$ cat config.mk
export PLATFORM = sky130hd
export DESIGN_NAME = axis_mux_arb
export DESIGN_NICKNAME = d
export VERILOG_FILES = /design/src/rtl/axis_mux_arb.sv
export SDC_FILE = /design/constraint.sdc
export NUM_CORES = 1
export LEC_CHECK = 0
export CORE_ASPECT_RATIO = 0.8
export CORE_UTILIZATION = 34
export CTS_BUF_LIST = sky130_fd_sc_hd__clkbuf_16
export DETAILED_ROUTE_END_ITERATION = 10
export HOLD_SLACK_MARGIN = 0.1
export PLACE_DENSITY = 0.8
export SYNTH_ARGS = -nofsm -noshare
export SYNTH_HDL_FRONTEND = slang
export SYNTH_SLANG_ARGS = --single-unit
export TNS_END_PERCENT = 10
$ cat constraint.sdc
create_clock -name ACLK -period 2.1 [get_ports ACLK]
set_clock_uncertainty 0.05 [all_clocks]
set_input_delay 0.525 -clock ACLK [delete_from_list [all_inputs] [get_ports ACLK]]
set_output_delay 0.525 -clock ACLK [all_outputs]
set_load 0.03 [all_outputs]
$ cat src/rtl/axis_mux_arb.sv
`default_nettype none
// ============================================================================
// axis_mux_arb : packet-locking NUM_CH:1 AXI4-Stream mux, registered output
// Rev 1.0
// ============================================================================
module axis_mux_arb #(
  parameter int DATA_WIDTH = 8,
  parameter int NUM_CH     = 4,
  parameter int ARB_MODE   = 0,
  parameter int SEL_W      = $clog2(NUM_CH)
) (
  input  logic                         ACLK,
  input  logic                         ARESETn,
  input  logic [NUM_CH*DATA_WIDTH-1:0] s_tdata,
  input  logic [NUM_CH-1:0]            s_tvalid,
  input  logic [NUM_CH-1:0]            s_tlast,
  output logic [NUM_CH-1:0]            s_tready,
  input  logic [SEL_W-1:0]             sel,
  output logic [DATA_WIDTH-1:0]        m_tdata,
  output logic                         m_tvalid,
  output logic                         m_tlast,
  input  logic                         m_tready,
  output logic [SEL_W-1:0]             active_ch,
  output logic                         busy
);

  typedef enum logic [0:0] {
    ST_IDLE = 1'b0,
    ST_PKT  = 1'b1
  } state_t;

  state_t                  r_state;
  state_t                  w_state_nxt;
  logic [SEL_W-1:0]        r_active_ch;
  logic [DATA_WIDTH-1:0]   r_m_tdata;
  logic                    r_m_tvalid;
  logic                    r_m_tlast;

  logic [DATA_WIDTH-1:0]   w_ch_data [NUM_CH];
  logic                    w_req_vld;
  logic [SEL_W-1:0]        w_req_ch;
  logic                    w_out_free;
  logic                    w_accept;
  logic                    w_grant;

  generate
    for (genvar gi = 0; gi < NUM_CH; gi++) begin : g_unpack
      assign w_ch_data[gi] = s_tdata[gi*DATA_WIDTH +: DATA_WIDTH];
    end
  endgenerate

  // Request decode: either the external select or a rotating-priority search.
  generate
    if (ARB_MODE == 1) begin : g_rr
      logic [SEL_W-1:0] r_rr_base;
      logic             w_unused_sel;

      assign w_unused_sel = ^sel;

      // Reverse walk so the lowest offset from r_rr_base is the final winner.
      always_comb begin
        w_req_vld = 1'b0;
        w_req_ch  = '0;
        for (int i = NUM_CH - 1; i >= 0; i--) begin
          if (s_tvalid[SEL_W'((int'(r_rr_base) + i) % NUM_CH)]) begin
            w_req_vld = 1'b1;
            w_req_ch  = SEL_W'((int'(r_rr_base) + i) % NUM_CH);
          end
        end
      end

      always_ff @(posedge ACLK or negedge ARESETn) begin
        if (!ARESETn) begin
          r_rr_base <= '0;
        end else if (w_grant) begin
          r_rr_base <= SEL_W'((int'(w_req_ch) + 1) % NUM_CH);
        end
      end
    end else begin : g_ext
      always_comb begin
        w_req_ch  = sel;
        w_req_vld = 1'b0;
        if (int'(sel) < NUM_CH) begin
          w_req_vld = s_tvalid[sel];
        end
      end
    end
  endgenerate

  assign w_out_free = !r_m_tvalid || m_tready;
  assign w_grant    = (r_state == ST_IDLE) && w_req_vld;
  assign w_accept   = (r_state == ST_PKT) && s_tvalid[r_active_ch] && w_out_free;

  always_comb begin
    s_tready = '0;
    if (r_state == ST_PKT) begin
      s_tready[r_active_ch] = w_out_free;
    end
  end

  always_comb begin
    w_state_nxt = r_state;
    case (r_state)
      ST_IDLE: if (w_req_vld) w_state_nxt = ST_PKT;
      ST_PKT:  if (w_accept && s_tlast[r_active_ch]) w_state_nxt = ST_IDLE;
      default: w_state_nxt = ST_IDLE;
    endcase
  end

  always_ff @(posedge ACLK or negedge ARESETn) begin
    if (!ARESETn) begin
      r_state     <= ST_IDLE;
      r_active_ch <= '0;
    end else begin
      r_state <= w_state_nxt;
      if (w_grant) begin
        r_active_ch <= w_req_ch;
      end
    end
  end

  // Output register: load on an accepted beat, otherwise clear valid once drained.
  always_ff @(posedge ACLK or negedge ARESETn) begin
    if (!ARESETn) begin
      r_m_tdata  <= '0;
      r_m_tvalid <= 1'b0;
      r_m_tlast  <= 1'b0;
    end else if (w_accept) begin
      r_m_tdata  <= w_ch_data[r_active_ch];
      r_m_tlast  <= s_tlast[r_active_ch];
      r_m_tvalid <= 1'b1;
    end else if (m_tready) begin
      r_m_tvalid <= 1'b0;
    end
  end

  assign m_tdata   = r_m_tdata;
  assign m_tvalid  = r_m_tvalid;
  assign m_tlast   = r_m_tlast;
  assign active_ch = r_active_ch;
  assign busy      = (r_state == ST_PKT);

endmodule
`default_nettype wire

==> results by group <==
Die
  • Num rows: 15
  • DIE AREA: 0.00269 mm^2
  • Core Region: 0.00225 mm^2
  • Die width: approximately 58 um
  • Starting Density: 37.6%
  • I/O Pins: 62
  • Die H: 46.6 um

CTS
  • H-tree levels: 1
  • Worst-path clk slew: 0.04 ns
  • Worst-Skew Late Latency: 0.24 ns
  • CTS Buf Count: 3
  • CTS max path bufs: 2
  • Root buffer cell: clkbuf_16
  • Hold Buf Count CTS: 0
  • CTS Sinks: 13
  • CTS tree: done

Logic synthesis
  • Synth cell types: 16
  • Sequential area share after synthesis: between 30% and 40%
  • Yosys top cell area share: 38.5%
  • Avg Cell Area, Syn: 16.0 um^2
  • Yosys Warn Count: 0
  • Mapped cell area: 846 um^2
  • Syn Inst Count: 53
  • #FFs+latches synth: 13
  • Synth area leaders: dfrtp_1, mux4_1, mux2_2
  • Area leader, netlist: dfrtp_1
  • Syn nets: 98

Critical path
  • Crit path DAT: ~1.4 ns
  • Critical path origin: active_ch[0]
  • Reg2Reg Launch Point: active_ch[0]
  • CP startpoint kind: register
  • CP max FO: 9
  • Buf/Inv on CP: 2
  • Crit. End Element: output pin
  • Setup Crit Path Kind: reg -> out
  • CP peak stage delay: 0.50 ns
  • CP Cell Sequence: buf_4 > nand3_1 > nor2_1 > buf_4
  • Worst EP required: ~1.5 ns
  • CP dominant cell by count: buf_4
  • Largest delay share family, worst path: flip-flops
  • CP max stage cell: dfrtp_1

Routing
  • DRT iter0 DRCs: 31
  • Final ANT Viol Nets: 0
  • # DRC: 7
  • Via Count: 769
  • Via density: 5.27
  • Drt pass-1 iters: 7
  • Final WL: 2.44 mm
  • Routed len/inst: 16.7 um

Pwr
  • P_leak: 0.681 nW
  • PD cells: 1420 mW/mm^2
  • Pwr Total: 2.27 mW
  • Worst vdd ir: approximately 670 uV

STA
  • Least-Margin Pin Slew: 0.587 ns
  • Final setup vio count: 0
  • Final min period: 1.98 ns
  • Fmax: 0.506 GHz
  • Ratio of final minimum period to clock period: roughly 94%
  • Slew headroom: 60.8%
  • Setup_tns: 0 ns
  • Max-slew violations: 0
  • Final hold slack: 0.453 ns
  • Hold Fails Final Rpt: 0
  • RSZ-0062 raised after global routing: no
  • Final worst setup slack: approximately 0.12 ns

Flow run
  • Max-cap violations: 0

Finish
  • FF+latch area: 325 um^2
  • Fin nets: 167
  • Fillers: 162
  • Finished Layout Cells: between 100 and 150
  • Ant diodes: 0
  • Area grow syn2layout: 88.8%
  • Layout cells sized above 1: 28.1%
  • Area occupied by multi-input gates: 504 um^2

Place
  • GP Congestion: 0.672
  • Port bufs: 61
  • Placed cell count: 141
  • DP HPWL: 1.92 mm
  • Setup Slack @ Placement: -0.109 ns

GRT
  • Largest net degree at the start of global routing: 15
  • Vias in the first global route: 753
  • Total grt overflow: 0
  • Initial antenna violation count: 0
  • First-pass GRT wire length: 3.53 mm
  • Total GRT Usage: approximately a fifth

Min path
  • Hold_sp: m_tdata[3]
  • Worst Hold Class: reg -> reg

Run status
  • Status: complete, but fails checks
  • Failing checks: DRC
[synthesized netlist by cell type]
cell type,instances
a21bo_2,2
buf_6,1
clkbuf_1,2
clkbuf_8,1
dfrtp_1,13
inv_1,1
mux2_2,10
mux4_1,9
mux4_2,2
nand2_1,3
nand2b_1,2
nand3_1,1
nand3_4,1
nand4_1,1
nor2_1,2
nor3_1,2
[final cells by class]
cell class                      instances  area share, %
Inverter                                1          0.235
Clock buffer                            3           4.70
Sequential cell                        13           20.4
Multi-Input combinational cell         35           31.6
Tap cell                               25           1.96
Timing Repair Buffer                   68           40.9
Clock inverter                          1          0.235
[report_power, final]
group / total (mW) / switching, mW / internal, mW
Sequential: 0.480 / 0.0948 / 0.385
Combinational: 1.44 / 0.701 / 0.742
Clock: 0.344 / 0.0939 / 0.250
[timing repair]
| action | 4_1_cts | 5_1_grt |
|---|---|---|
| endpoints found under the setup margin | 1 | 3 |
| setup buffers | 0 | 1 |
| pin swaps | 0 | 1 |
| resized for setup | 1 | 3 |
| cloned | 0 | 0 |
[cells in the final DEF (no fill, tap or decap)]
cell,n
dfrtp_1,13
nand4_1,1
buf_4,12
nand2_2,1
dlymetal6s2s_1,1
mux4_2,2
nand2_1,2
mux2_2,10
nor3_2,2
nand2b_1,1
nor2_1,2
nand2b_4,1
inv_1,2
mux4_1,9
clkdlybuf4s50_1,55
nand3_1,1
nand3_4,1
clkbuf_16,3
a21bo_2,2
[sequential cells by signal, summed over array words and instances, names as in the netlist]
signal,count
busy,1
m_tdata,8
active_ch,2
m_tlast,1
m_tvalid,1
[routing by layer]
metal	global-route usage [%]	vias to the layer above	share of wire [%]
met2	35.6	51	50
met3	7.30	2	12
met4	2.86	0	0.37
met1	20.6	365	37
li1	-	351	-
met5	0	-	0
[kinds of logic after synthesis]
| group | Yosys count | synth area share (%) |
|---|---|---|
| compound gates | 2 | 2.37 |
| buf+inv | 5 | 4.29 |
| flops | 13 | 38.5 |
| mux | 21 | 46.6 |
| simple gates | 12 | 8.28 |
[through the flow]
stage	util, %	cell area, um^2
global route	70.9	1600
floorplan	-	851
finish	70.9	1600
CTS	70.1	1580
global placement	66.3	1490
detailed placement	66.3	1490
[worst register-to-register path, delay by kind of cell (launching register included)]
family,cells,cell delay [ns]
buf+inv,1,0.26
mux,2,0.89
flops,1,0.50
[final timing paths]
check | endpoint | slack (ns) | depth (start not counted)
worst min register to register | m_tdata[3] | 0.45 | 1
worst max-delay path | s_tready[3] | 0.12 | 4
worst min-delay path | m_tdata[3] | 0.45 | 1
worst max register to register | m_tdata[4] | 0.28 | 3
max in group asynchronous | m_tdata[0] | 1.00 | 1
min in group asynchronous | active_ch[0] | 0.62 | 1
Power figures use the tool's default switching activity.
